===== src/rtl/keypad_pkg.sv =====
// Shared encodings for the 4x3 keypad scanner: FSM states, matrix geometry
// and the row/column to key-code map.
package keypad_pkg;

    typedef enum logic [1:0] {
        SCAN,
        DEBOUNCE,
        PRESSED,
        RELEASE
    } state_t;

    localparam int NUM_ROWS = 4;
    localparam int NUM_COLS = 3;
    localparam int ROW_W    = 2;
    localparam int COL_W    = 2;

    // Digits use their own value as code; the two symbol keys sit above 9.
    localparam logic [3:0] KEY_STAR = 4'd10;
    localparam logic [3:0] KEY_HASH = 4'd11;

    // Row-major position 0..11 maps to 1..9, *, 0, #.
    function automatic logic [3:0] key_code(input logic [ROW_W-1:0] row,
                                            input logic [COL_W-1:0] col);
        logic [3:0] idx;
        idx = {2'b00, row} * 4'd3 + {2'b00, col};
        case (idx)
            4'd9:    key_code = KEY_STAR;
            4'd10:   key_code = 4'd0;
            4'd11:   key_code = KEY_HASH;
            default: key_code = idx + 4'd1;
        endcase
    endfunction

endpackage


===== src/rtl/sync2.sv =====
// Two-flop synchronizer for asynchronous inputs; flops reset to RESET_VAL.
module sync2 #(
    parameter int               WIDTH     = 1,
    parameter logic [WIDTH-1:0] RESET_VAL = '1
) (
    input  logic             clock,
    input  logic             resetn,
    input  logic [WIDTH-1:0] d,
    output logic [WIDTH-1:0] q
);

    logic [WIDTH-1:0] meta_reg;
    logic [WIDTH-1:0] sync_reg;

    always_ff @(posedge clock or negedge resetn) begin
        if (!resetn) begin
            meta_reg <= RESET_VAL;
            sync_reg <= RESET_VAL;
        end else begin
            meta_reg <= d;
            sync_reg <= meta_reg;
        end
    end

    assign q = sync_reg;

endmodule


===== src/rtl/keypad_scanner.sv =====
// 4x3 matrix keypad scanner: walks the rows, debounces one key at a time and
// presents it as a one-hot digit or the start/clear strobes while held.
module keypad_scanner
    import keypad_pkg::*;
#(
    parameter int SCAN_DIV        = 1000,
    parameter int DEBOUNCE_CYCLES = 10000
) (
    input  logic                clock,
    input  logic                resetn,
    input  logic [NUM_COLS-1:0] col_n,
    output logic [NUM_ROWS-1:0] row_n,
    output logic [9:0]          keypad,
    output logic                startn,
    output logic                clearn,
    output logic                key_valid
);

    localparam int DIV_W = (SCAN_DIV > 1) ? $clog2(SCAN_DIV) : 1;
    localparam int DEB_W = (DEBOUNCE_CYCLES > 1) ? $clog2(DEBOUNCE_CYCLES) : 1;
    localparam logic [DIV_W-1:0] DIV_LAST = DIV_W'(SCAN_DIV - 1);
    localparam logic [DEB_W-1:0] DEB_LAST = DEB_W'(DEBOUNCE_CYCLES - 1);

    logic [NUM_COLS-1:0] col_sync;

    state_t            state_reg, state_next;
    logic [ROW_W-1:0]  row_reg, row_next;
    logic [COL_W-1:0]  col_reg, col_next;
    logic [DIV_W-1:0]  div_cnt_reg, div_cnt_next;
    logic [DEB_W-1:0]  deb_cnt_reg, deb_cnt_next;
    logic [9:0]        keypad_reg, keypad_next;
    logic              startn_reg, startn_next;
    logic              clearn_reg, clearn_next;
    logic              key_valid_reg, key_valid_next;

    logic              col_low;
    logic [COL_W-1:0]  first_col;
    logic [DEB_W-1:0]  deb_inc;
    logic [3:0]        code;

    sync2 #(.WIDTH(NUM_COLS), .RESET_VAL('1)) u_col_sync (
        .clock  (clock),
        .resetn (resetn),
        .d      (col_n),
        .q      (col_sync)
    );

    assign col_low = ~col_sync[col_reg];
    assign code    = key_code(row_reg, col_reg);
    assign deb_inc = (deb_cnt_reg == DEB_LAST) ? deb_cnt_reg : deb_cnt_reg + 1'b1;

    always_comb begin
        first_col = 2'd2;
        if (!col_sync[0])      first_col = 2'd0;
        else if (!col_sync[1]) first_col = 2'd1;
    end

    always_ff @(posedge clock or negedge resetn) begin
        if (!resetn) begin
            state_reg     <= SCAN;
            row_reg       <= '0;
            col_reg       <= '0;
            div_cnt_reg   <= '0;
            deb_cnt_reg   <= '0;
            keypad_reg    <= '0;
            startn_reg    <= 1'b1;
            clearn_reg    <= 1'b1;
            key_valid_reg <= 1'b0;
        end else begin
            state_reg     <= state_next;
            row_reg       <= row_next;
            col_reg       <= col_next;
            div_cnt_reg   <= div_cnt_next;
            deb_cnt_reg   <= deb_cnt_next;
            keypad_reg    <= keypad_next;
            startn_reg    <= startn_next;
            clearn_reg    <= clearn_next;
            key_valid_reg <= key_valid_next;
        end
    end

    always_comb begin
        state_next     = state_reg;
        row_next       = row_reg;
        col_next       = col_reg;
        div_cnt_next   = div_cnt_reg;
        deb_cnt_next   = deb_cnt_reg;
        keypad_next    = keypad_reg;
        startn_next    = startn_reg;
        clearn_next    = clearn_reg;
        key_valid_next = key_valid_reg;

        case (state_reg)
            SCAN: begin
                if (div_cnt_reg == DIV_LAST) begin
                    div_cnt_next = '0;
                    if (&col_sync) begin
                        row_next = row_reg + 1'b1;
                    end else begin
                        col_next     = first_col;
                        deb_cnt_next = '0;
                        state_next   = DEBOUNCE;
                    end
                end else begin
                    div_cnt_next = div_cnt_reg + 1'b1;
                end
            end
            DEBOUNCE: begin
                if (!col_low) begin
                    deb_cnt_next = '0;
                    row_next     = row_reg + 1'b1;
                    state_next   = SCAN;
                end else if (deb_cnt_reg == DEB_LAST) begin
                    deb_cnt_next   = '0;
                    state_next     = PRESSED;
                    key_valid_next = 1'b1;
                    if (code == KEY_HASH)      startn_next = 1'b0;
                    else if (code == KEY_STAR) clearn_next = 1'b0;
                    else                       keypad_next = 10'b1 << code;
                end else begin
                    deb_cnt_next = deb_inc;
                end
            end
            PRESSED: begin
                if (!col_low) begin
                    deb_cnt_next = '0;
                    state_next   = RELEASE;
                end
            end
            RELEASE: begin
                // A bounce back to low restarts the release count but keeps the key.
                if (col_low) begin
                    deb_cnt_next = '0;
                end else if (deb_cnt_reg == DEB_LAST) begin
                    deb_cnt_next   = '0;
                    row_next       = row_reg + 1'b1;
                    state_next     = SCAN;
                    keypad_next    = '0;
                    startn_next    = 1'b1;
                    clearn_next    = 1'b1;
                    key_valid_next = 1'b0;
                end else begin
                    deb_cnt_next = deb_inc;
                end
            end
            default: state_next = SCAN;
        endcase
    end

    for (genvar gi = 0; gi < NUM_ROWS; gi++) begin : g_row_drive
        assign row_n[gi] = (row_reg != ROW_W'(gi));
    end

    assign keypad    = keypad_reg;
    assign startn    = startn_reg;
    assign clearn    = clearn_reg;
    assign key_valid = key_valid_reg;

endmodule


===== config.mk =====
export PLATFORM = sky130hd
export DESIGN_NAME = keypad_scanner
export DESIGN_NICKNAME = d
export VERILOG_FILES = /design/src/rtl/keypad_pkg.sv /design/src/rtl/sync2.sv /design/src/rtl/keypad_scanner.sv
export SDC_FILE = /design/constraint.sdc
export NUM_CORES = 1
export LEC_CHECK = 0
export BUFFER_PORTS_ARGS = -buffer_cell sky130_fd_sc_hd__buf_2
export CAP_MARGIN = 25
export CORE_ASPECT_RATIO = 1.5
export CORE_MARGIN = 3
export CORE_UTILIZATION = 35
export DETAILED_ROUTE_END_ITERATION = 6
export PLACE_DENSITY = 0.63
export RECOVER_POWER = 100
export SYNTH_ARGS = -nofsm -noshare
export SYNTH_HDL_FRONTEND = slang
export SYNTH_SLANG_ARGS = --single-unit

===== constraint.sdc =====
create_clock -name clock -period 3.2 [get_ports clock]
set_clock_uncertainty 0.15 [all_clocks]
set_input_delay 0.48 -clock clock [delete_from_list [all_inputs] [get_ports clock]]
set_output_delay 0.48 -clock clock [all_outputs]
set_load 0.1 [all_outputs]

==> key figures <==
Outcome
  – Result of the run: finished, violations left
  – Violated checks: max-capacitance violations, max-slew violations

Layout
  – Final cell count without fillers: between 400 and 500
  – Fill count: 759
  – Area occupied by multi-input gates: between 1000 and 1500 um2
  – Number of flip-flops in the largest register: 14
  – Final antenna diode count: 0
  – Utilization after layout: 41.6%
  – Layout overhead on the synthesized area: 13.3%
  – Area taken by flip-flops and latches: between 1000 and 1500 um2
  – NumNets Final: 331
  – Layout cells sized above 1: 13.4%
  – Post-route design area: 3080 um2

Placed design
  – Detailed-placement wirelength estimate: 4390 um
  – Pre-CTS setup slack: -0.0870 ns
  – Number of cells after detailed placement: 404
  – Instance area at placement: 3030 um2
  – Final weighted congestion in routability-driven placement: between 0.8 and 0.9
  – Buffers added on ports: 21

Logic synthesis
  – Proportion of synthesized chip area in sequential cells: 45.4%
  – EDFF count, synth: 0
  – Number of instances in the synthesized netlist: 276
  – Portion of netlist area occupied by mux cells: 2.67%
  – Combinational family with the most area after synthesis: compound AO/OA/AOI/OAI gates
  – Yosys Warn Count: 0
  – Asr flop ratio synth: 100%
  – Distinct cells, synth: 54
  – Compound-gate portion of the synthesized area: 20.3%
  – Synth top area share: 37.7%
  – Seq cells post-synth: 49
  – Ranking of synthesized cells by area: dfrtp_1 38%, dfstp_2 7.7%, ha_1 5.5%, o21ai_0 4.8%, a22o_1 3.5%
  – Commonest cells post-synth: 41 x dfrtp_1, 26 x o21ai_0, 22 x nand2_1
  – Simple-gate share of the synthesized area: 19.2%
  – Top flip-flop cell by instance count after synthesis: dfrtp_1
  – Count leader, synth: dfrtp_1
  – Library cell occupying the most area in the post-synthesis netlist: dfrtp_1
  – Synthesized area per cell: 9.86 um2
  – Adder-cell share of the synthesized area: 7.35%
  – Share of the synthesized netlist area taken by xor and xnor gates: 2.25%
  – Post-Synthesis Net Count: 295
  – Post-synthesis cell area: 2720 um2

Job
  – Reported max-cap violation count: 1

Detailed routing
  – Vias per cell: 5.32
  – Vias after detailed routing: 2197
  – Detailed-route DRC error count: 0
  – Detailed Routing Iterations Pass 1: 4
  – Average wire length per cell after detail routing: between 10 and 15 um
  – Number of DRC markers in iteration 0: 102
  – Routed wire length: 5860 um
  – Antenna-violating nets left: 0

Hold path
  – Endpoint with the worst hold slack: u_col_sync.meta_reg[2]
  – Worst min-delay path class: in2reg
  – Number of instances on the worst hold path: 1
  – Hold_sp: col_n[2]

Floorplan
  – Initial core utilization: 36.7%
  – Boundary Pins: 22
  – Total Die Area: 8900 um2
  – Area of the core: 7420 um2
  – Die boundary width: between 70 and 80 um
  – Cell Rows: 38
  – Die Span Y: approximately 110 um

Critical path
  – Required time worst endpoint: approximately 3.3 ns
  – Largest driver fanout on the critical path: 9
  – Data arrival, critical path: 3.12 ns
  – Endpoint of the worst-slack reg-to-reg timing path: keypad[8]
  – Startpoint class of the critical path: flop
  – Category of the critical setup timing path: reg2reg
  – Worst path slowest cell: fa_2
  – Reg-to-Reg Start: row_reg[0]
  – Depth of the most critical reg-to-reg path: 11
  – Register-to-Register Setup Slack: 0.13 ns
  – Crit-path most repeated cell: inv_1
  – Endpoint kind of the worst setup timing path: flop
  – Chain of cells forming the critical path: inv_1 > fa_1 > inv_1 > ha_1 > fa_2 > nor2b_1 > a221o_1 > o21ai_2 > a21oi_2 > buf_4 > a22o_2
  – Max incr delay on CP: 0.57 ns

Power and ir drop
  – Clock group share of total power: 35.9%
  – PD cells: 328 nW/um2
  – Internal Power: approximately 0.8 mW
  – P_leak: 1.27 nW
  – Net switching fraction of the power: 22.5%
  – Switching power: 0.228 mW
  – Part of the power in registers: 62.2%
  – Max IR drop VDD: roughly 0.18 mV
  – Gate power share: 1.9%

Clock network
  – Deepest level of the CTS H-tree: 2
  – Clock edge transition at the registers on the reported setup and hold paths: approximately 0.090 ns
  – Clock Tree Buf Depth: 2
  – Number of buffers created by CTS: 5
  – Clock root buffer: clkbuf_8
  – Clock network latency to the later pin of the worst-skew pair: 0.31 ns
  – CTS tree: done
  – Clk sink count: 49

Global routing
  – Grt total ovfl: 0
  – Total routing resource utilization after global routing: 13.9%
  – Pin count of the biggest net entering global routing: 29
  – Number of antenna violations at the first check in global routing: 0
  – Number of global-route vias before repair: 2168
  – First-pass GRT wire length: 10100 um

Timing
  – Fraction of the cycle the final worst path needs: 95.8%
  – Max-slew violation total from the final report: 29
  – Worst Slack Setup Final: 0.134 ns
  – Tmin final: around 3.1 ns
  – RSZ-0062 raised after global routing: no
  – Fmax achieved: roughly 330 MHz
  – Relative max-transition margin: -1.56%
  – Total of endpoints with negative setup slack in the final report: 0
  – Tightest Pin Transition: 1.52 ns
  – Hold violation total from the final report: 0
## layer usage
| layer | global-route usage [%] | part of all wire [%] | vias up | wire length (um) |
|---|---|---|---|---|
| met3 | 2.61 | 3.3 | 7 | 196 |
| met5 | 0 | 0 | - | 0 |
| met1 | 15.9 | 41 | 1055 | 2410 |
| met4 | 5.13 | 1.6 | 0 | 94 |
| li1 | - | - | 1090 | - |
| met2 | 25.6 | 54 | 45 | 3150 |
## cells in the final DEF, fill, tap and decap left out, types with 7 or more instances in the layout
| cell type | n |
|---|---|
| dfrtp_1 | 41 |
| o21ai_0 | 25 |
| clkbuf_1 | 24 |
| nand2_1 | 22 |
| inv_1 | 15 |
| nor2_1 | 14 |
| nand3_1 | 14 |
| a21oi_1 | 13 |
| ha_1 | 12 |
| a31oi_1 | 11 |
| a22o_1 | 11 |
| buf_4 | 9 |
| dfstp_2 | 8 |
| and3_1 | 7 |
## power by group through the flow
| stage | clock network, mW | registers (mW) | logic (mW) |
|---|---|---|---|
| 6_report | 0.363 | 0.629 | 0.0192 |
| 5_1_grt | 0.399 | 0.629 | 0.0235 |
| 4_1_cts | 0.379 | 0.629 | 0.0217 |
| 3_5_place_dp | 0 | 0.641 | 0.0216 |
| 3_3_place_gp | 0 | 0.641 | 0.0211 |
| 2_1_floorplan | 0 | 0.640 | 0.00416 |
## area by class of cell
type / count / area share (%)
multi-input cells: 206 / 45.7
flip-flops and latches: 49 / 40.1
repair buffers: 35 / 5.48
well taps: 100 / 4.06
clock buffers: 6 / 2.35
inverters: 15 / 1.83
clock inverters: 2 / 0.487
## cell families (layout without fill, tap and decap cells)
family | after synthesis | count (layout)
and+or+nand+nor | 92 | 92
AOI/OAI and AO/OA | 85 | 85
DFF | 49 | 49
buffers and inverters | 21 | 58
adders and majority gates | 15 | 15
xor gates and xnor gates | 7 | 7
muxes | 7 | 7
## what timing repair did
| item | 4_1_cts | 5_1_grt |
|---|---|---|
| resized for setup | 1 | 3 |
| setup buffers | 0 | 1 |
| setup endpoints to repair | 10 | 10 |
| hold buffers | 0 | 0 |
| pin swaps | 0 | 2 |
| endpoints found under the hold margin | 0 | 0 |
## metrics by stage
stage	hold WS (ns)	setup TNS [ns]	total power, mW
final	0.119	0	1.01
after global routing	0.101	0	1.05
after CTS	0.0640	0	1.03
after detailed placement	0.197	-0.737	0.662
after global placement	0.196	0	0.662
after floorplan	0.0344	0	0.644
## critical path: cells and delay by family (launching register included)
kind                       cells  cell delay (ns)
adders and majority gates      3             1.30
AOI/OAI and AO/OA              4             0.82
DFF                            1             0.35
buffers and inverters          3             0.29
and+or+nand+nor                1             0.07
## worst max-delay path by stage
stage	slack (ns)	endpoint	cells past startpoint	startpoint
3_5_place_dp	-0.09	keypad[9]	10	row_reg[0]
3_3_place_gp	0.003	keypad[9]	10	row_reg[0]
4_1_cts	0.08	keypad[9]	10	row_reg[0]
6_report	0.13	keypad[8]	11	row_reg[0]
2_1_floorplan	0.04	keypad[8]	10	row_reg[0]
5_1_grt	0.02	keypad[8]	11	row_reg[1]
No activity file was read; power rests on OpenSTA's default activity.
